<file path="src/rtl/tsc_capture_sequencer.sv">
// Trigger-surround capture controller: paces ADC conversions, fills a ring RAM,
// detects the trigger, collects post-trigger samples, then streams the ring out serially.
module tsc_capture_sequencer #(
    parameter int unsigned CLK_DIV     = 4,
    parameter int unsigned DEPTH_LOG2  = 5,
    parameter int unsigned PRE_SAMPLES = 16,
    parameter logic [7:0]  TRIGVL      = 8'hD5
) (
    input  logic                  clk,
    input  logic                  reset,
    input  logic                  start,
    input  logic                  abort,
    output logic                  adc_req,
    input  logic                  adc_ack,
    input  logic [7:0]            adc_data,
    output logic                  wr_en,
    output logic [DEPTH_LOG2-1:0] wr_addr,
    output logic [7:0]            wr_data,
    output logic                  rd_en,
    output logic [DEPTH_LOG2-1:0] rd_addr,
    input  logic [7:0]            rd_data,
    output logic                  trd,
    output logic                  cd,
    output logic [31:0]           trigtm,
    output logic                  sd,
    output logic                  sd_valid,
    output logic                  busy
);

    localparam int unsigned DEPTH       = 1 << DEPTH_LOG2;
    localparam int unsigned DIV_W       = (CLK_DIV > 1) ? $clog2(CLK_DIV) : 1;
    localparam int unsigned STREAM_BITS = 8 * DEPTH;
    // readout cycle counter runs 0 .. STREAM_BITS+1
    localparam int unsigned RCNT_W      = DEPTH_LOG2 + 4;

    typedef enum logic [2:0] {
        S_IDLE,
        S_PREFILL,
        S_ARMED,
        S_POST,
        S_READOUT,
        S_DONE
    } state_t;

    state_t                state, state_d;
    logic [DIV_W-1:0]      div, div_d;
    logic                  outst, outst_d;
    logic [DEPTH_LOG2-1:0] wr_ptr, wr_ptr_d;
    logic [DEPTH_LOG2-1:0] cnt, cnt_d;
    logic [31:0]           timer, timer_d;
    logic                  trd_d;
    logic [31:0]           trigtm_d;
    logic [RCNT_W-1:0]     rcnt, rcnt_d;
    logic [6:0]            shreg, shreg_d;
    logic                  sd_d, sd_valid_d, cd_d, rd_en_d, busy_d;
    logic [DEPTH_LOG2-1:0] rd_addr_d;
    logic                  sampling, ack_ok, bit_c;

    // State and datapath registers
    always_ff @(posedge clk) begin
        if (reset) begin
            state    <= S_IDLE;
            div      <= '0;
            outst    <= 1'b0;
            wr_ptr   <= '0;
            cnt      <= '0;
            timer    <= '0;
            trd      <= 1'b0;
            trigtm   <= '0;
            rcnt     <= '0;
            shreg    <= '0;
            sd       <= 1'b0;
            sd_valid <= 1'b0;
            cd       <= 1'b0;
            rd_en    <= 1'b0;
            rd_addr  <= '0;
            busy     <= 1'b0;
        end else begin
            state    <= state_d;
            div      <= div_d;
            outst    <= outst_d;
            wr_ptr   <= wr_ptr_d;
            cnt      <= cnt_d;
            timer    <= timer_d;
            trd      <= trd_d;
            trigtm   <= trigtm_d;
            rcnt     <= rcnt_d;
            shreg    <= shreg_d;
            sd       <= sd_d;
            sd_valid <= sd_valid_d;
            cd       <= cd_d;
            rd_en    <= rd_en_d;
            rd_addr  <= rd_addr_d;
            busy     <= busy_d;
        end
    end

    // Next-state, sampling handshake, ring writes and serial readout
    always_comb begin
        state_d    = state;
        div_d      = div;
        outst_d    = outst;
        wr_ptr_d   = wr_ptr;
        cnt_d      = cnt;
        timer_d    = timer;
        trd_d      = trd;
        trigtm_d   = trigtm;
        rcnt_d     = '0;
        shreg_d    = shreg;
        sd_d       = 1'b0;
        sd_valid_d = 1'b0;
        cd_d       = 1'b0;
        bit_c      = 1'b0;
        adc_req    = 1'b0;
        wr_en      = 1'b0;
        wr_addr    = '0;
        wr_data    = '0;
        ack_ok     = 1'b0;
        sampling   = (state == S_PREFILL) || (state == S_ARMED) || (state == S_POST);

        if (state != S_IDLE) begin
            timer_d = timer + 32'd1;
        end

        // Conversion pacing: one request per divider wrap, never two in flight
        if (sampling && !abort) begin
            div_d = (div == DIV_W'(CLK_DIV - 1)) ? '0 : div + DIV_W'(1);
            if ((div == '0) && !outst) begin
                adc_req = 1'b1;
                outst_d = 1'b1;
            end
            if (adc_ack && outst) begin
                ack_ok   = 1'b1;
                outst_d  = 1'b0;
                wr_en    = 1'b1;
                wr_addr  = wr_ptr;
                wr_data  = adc_data;
                wr_ptr_d = wr_ptr + DEPTH_LOG2'(1);
            end
        end

        case (state)
            S_IDLE: begin
                if (start && !abort) begin
                    trd_d    = 1'b0;
                    trigtm_d = '0;
                    wr_ptr_d = '0;
                    timer_d  = '0;
                    div_d    = '0;
                    cnt_d    = '0;
                    outst_d  = 1'b0;
                    state_d  = S_PREFILL;
                end
            end
            S_PREFILL: begin
                if (ack_ok) begin
                    if (cnt == DEPTH_LOG2'(PRE_SAMPLES - 1)) begin
                        cnt_d   = '0;
                        state_d = S_ARMED;
                    end else begin
                        cnt_d = cnt + DEPTH_LOG2'(1);
                    end
                end
            end
            S_ARMED: begin
                if (ack_ok && (adc_data >= TRIGVL)) begin
                    trd_d    = 1'b1;
                    trigtm_d = timer;
                    cnt_d    = '0;
                    state_d  = S_POST;
                end
            end
            S_POST: begin
                if (ack_ok) begin
                    if (cnt == DEPTH_LOG2'(DEPTH - PRE_SAMPLES - 2)) begin
                        cnt_d   = '0;
                        state_d = S_READOUT;
                    end else begin
                        cnt_d = cnt + DEPTH_LOG2'(1);
                    end
                end
            end
            S_READOUT: begin
                // Byte fetched at rcnt%8==0 arrives at rcnt%8==1 and is loaded whole
                rcnt_d = rcnt + RCNT_W'(1);
                if (rcnt[2:0] == 3'd1) begin
                    bit_c   = rd_data[7];
                    shreg_d = rd_data[6:0];
                end else begin
                    bit_c   = shreg[6];
                    shreg_d = {shreg[5:0], 1'b0};
                end
                sd_valid_d = (rcnt != '0) && (rcnt <= RCNT_W'(STREAM_BITS));
                sd_d       = sd_valid_d & bit_c;
                if (rcnt == RCNT_W'(STREAM_BITS + 1)) begin
                    cd_d    = 1'b1;
                    state_d = S_DONE;
                end
            end
            S_DONE: begin
                state_d = S_IDLE;
            end
            default: begin
                state_d = S_IDLE;
            end
        endcase

        if (abort) begin
            state_d    = S_IDLE;
            outst_d    = 1'b0;
            trd_d      = 1'b0;
            sd_d       = 1'b0;
            sd_valid_d = 1'b0;
            cd_d       = 1'b0;
            rcnt_d     = '0;
        end

        rd_en_d   = (state_d == S_READOUT) && (rcnt_d[2:0] == 3'd0) &&
                    (rcnt_d < RCNT_W'(STREAM_BITS));
        rd_addr_d = rd_en_d ? wr_ptr_d + rcnt_d[RCNT_W-2:3] : '0;
        busy_d    = (state_d != S_IDLE);
    end

endmodule
</file>
<file path="config.mk">
export PLATFORM = sky130hd
export DESIGN_NAME = tsc_capture_sequencer
export DESIGN_NICKNAME = d
export VERILOG_FILES = /design/src/rtl/tsc_capture_sequencer.sv
export SDC_FILE = /design/constraint.sdc
export NUM_CORES = 1
export LEC_CHECK = 0
export ABC_AREA = 1
export BUFFER_PORTS_ARGS = -buffer_cell sky130_fd_sc_hd__clkbuf_2
export CORE_ASPECT_RATIO = 1.1
export CORE_MARGIN = 3
export CORE_UTILIZATION = 58
export DETAILED_ROUTE_END_ITERATION = 8
export PLACE_DENSITY = 0.85
export SLEW_MARGIN = 40
export SYNTH_ARGS = -nofsm -noshare
export SYNTH_HDL_FRONTEND = slang
export SYNTH_SLANG_ARGS = --single-unit
</file>
<file path="constraint.sdc">
create_clock -name clk -period 3.3 [get_ports clk]
set_clock_uncertainty 0.15 [all_clocks]
set_input_delay 0.33 -clock clk [delete_from_list [all_inputs] [get_ports clk]]
set_output_delay 0.33 -clock clk [all_outputs]
set_load 0.02 [all_outputs]
</file>
==> flow_summary.ini <==
[outcome]
status = completed

[final_layout]
drive_above_1_share_pct = 13.4
fin_nets = 963
mostFrequentLayoutCells = nand2_1, nor2_1, dfxtp_1, inv_1, clkbuf_2
n_antenna_cell = 0
layout_commonest_cell = nand2_1
areaGrowthSynthToFinish_pct = 11.5

[clock_tree]
hold_buffers = 0
clock_latency_ns = 0.37
clock_sink_count = 107
cts_resized = 0
tritoncts = done
clk_path_buf_depth = 2
cts_buffers = 9
cts_root_buffer = clkbuf_8
postCtsSetupBuffers = 0
htreeDepth = 3
clkSlewWorstSetupHoldPaths_ns = 0.10

[worst_setup_path]
cp-startpoint = state[0]
cp_data_arrival_time_ns = 3.03
start_kind = flip-flop
path_class = flip-flop to flip-flop
crit_top_cell = nand2_1
slowest_stage = fa_1
r2r-end = rd_addr[4]
required_ns = 3.42
max_stage_delay_ns = 0.38
timing.rr.start = state[0]
reg2reg_depth = 15
r2r_setup_slack_ns = 0.39
path_max_fanout = 7
setup.worst_path.end_class = flip-flop
cp_cell_sequence = nor2_2 -> nand2_1 -> nor2_1 -> inv_1 -> nor3_1 -> ha_1 -> inv_1 -> fa_1 -> nand3b_1 -> nand2_1 -> nand4_1 -> nand2_1 -> nand2_1 -> inv_1 -> nor2_1

[global_routing]
grt-ovfl-total = 0
antenna_found_initial = 0
grt_pass1_wl_um = 21700
track_usage_pct = 24.2
grt_pass1_vias = 4789
grt_start_max_net_pins = 68

[route]
dr_total_vias = 5466
via_per_inst = 5.24
drc_errors = 0
wire_per_inst_um = 12.4
drtIter0Drc = 327
drtAntennaViolNets = 0
first_pass_iters = 5
wl_um = 13000

[hold_path]
whs_path_depth = 3
hold_start = rd_data[7]
hold_path_end = sd
min_path_type = primary input to flip-flop

[yosys]
synthAdderAreaFrac_pct = 3.95
syn_area_um2 = 5580
yosys.area.top_type = dfxtp_1
synth-compound-area-share_pct = 9.35
syn_area_per_cell_um2 = 6.54
synth_async_sr_flop_share_pct = 0
synth.area.top_cells = dfxtp_1, nand2_1, nor2_1
yosys.area_share.simple_pct = 38.4
seq_area_frac_synth_pct = 38.4
syn_inst = 853
synthMuxAreaShare_pct = 0
netlist-cell-type-count = 35
ys_warn_count = 0
yosys_register_bits = 107
synth_top_family_by_area = simple AND/OR/NAND/NOR gates
synth_enable_flop_cells = 0
syn_nets = 891
synthXorXnorAreaFrac_pct = 1.57
synth_top_area_share_pct = 38.4
ys.flop_type = dfxtp_1

[sta]
hold_viol_final = 0
slew_headroom_pct = 52.9
finalSetupViolations = 0
worst_slew_pin_slew_ns = 0.706
maxSlewViolCount = 0
fmax_mhz = 344
period_share_pct = 88.1
min_period_ns = 2.91
setup_tns_ns = 0
rsz0062_at_grt = no

[floorplanning]
fp.dieW_um = 99.5
start_util_pct = 61.3
die_height_um = 109
rows = 36
dieArea_um2 = 10800
ioPinCount = 79
core_um2 = 9100

[power_and_ir_drop]
irDropWorstVdd_mv = 0.198
power_leakage_nw = 2.61
p_per_area_nw_per_um2 = 346
power_mw = 2.15

[place]
post-dp-hpwl_um = 9540
io_buffer_count = 78
finalWeightedCongestion = 0.930

[run]
maxCapViolCount = 0
worst max path at each step:
stage	endpoint	slack, ns	cells after the start
global placement	rd_addr[4]	0.50	15
detailed placement	rd_addr[4]	0.44	15
global route	rd_addr[4]	0.19	15
CTS	rd_addr[4]	0.42	15
finish	rd_addr[4]	0.39	15
floorplan	rd_addr[4]	0.74	15
where the power goes:
group          internal [mW]  leakage (nW)  switching (mW)
Clock                  0.300        0.0851           0.462
Sequential              1.29         0.862         0.00288
Combinational         0.0256          1.66          0.0712
critical path, delay by kind of cell (launching register included):
kind,cells,cell delay [ns]
flip-flops,1,0.37
AND/OR/NAND/NOR,10,1.42
buffers and inverters,3,0.29
adder cells (fa/ha/maj),2,0.57
through the flow:
stage / setup WS [ns] / area, um2 / hold WS, ns / std cells / util [%]
final: 0.392 / 6220 / 0.0364 / 1044 / 68.4
after global routing: 0.192 / 6220 / 0.0554 / 1044 / 68.4
after CTS: 0.416 / 6220 / 0.0359 / 1044 / 68.4
after detailed placement: 0.443 / 6040 / 0.303 / 1028 / 66.3
after global placement: 0.505 / 6040 / 0.299 / 1028 / 66.3
after floorplan: 0.740 / 5580 / 0.259 / 853 / -
layout make-up:
class / count / area [um2]
fill: 856 / 2880
tap: 114 / 143
clock buffer: 10 / 138
multi-input combinational: 631 / 2970
timing repair buffer: 83 / 428
inverter: 93 / 349
sequential: 107 / 2140
clock inverter: 6 / 48.8
cell usage after synthesis, types with 2 or more instances:
master / number
xor2_1: 9
nor2_1: 123
nand2_2: 7
o211ai_1: 6
buf_6: 3
inv_2: 7
nand2_1: 260
nand3_2: 2
clkbuf_1: 13
nor3_1: 13
ha_1: 16
o21ai_0: 12
dfxtp_1: 107
nand3_1: 69
buf_2: 4
a21boi_0: 2
inv_1: 86
a21oi_1: 66
o21ai_1: 2
or2_2: 2
nor2_4: 2
nand4_1: 20
a211oi_1: 2
o31ai_1: 4
nor4_1: 3
nor2_2: 4
per-layer routing:
layer / global-route usage (%) / routed length [um] / up-vias
li1: - / - / 2870
met1: 33.1 / 5990 / 2418
met2: 40.3 / 6000 / 161
met3: 4.09 / 815 / 17
met4: 5.37 / 190 / 0
met5: 0 / 0 / -
sequential cells by signal (all words and copies together), names as in the netlist:
register and count:
trd 1, sd_valid 1, timer 32, state 3
sd 1, wr_ptr 5, rcnt 9, rd_addr 5
busy 1, cd 1, div 2, rd_en 1
shreg 7, cnt 5, trigtm 32, outst 1
cells by family after synthesis:
| group | count (synthesis) |
|---|---|
| compound gates | 96 |
| xor+xnor | 10 |
| fa+ha+maj | 17 |
| buf+inv | 115 |
| flops | 107 |
| simple gates | 508 |
Power figures use the tool's default switching activity.
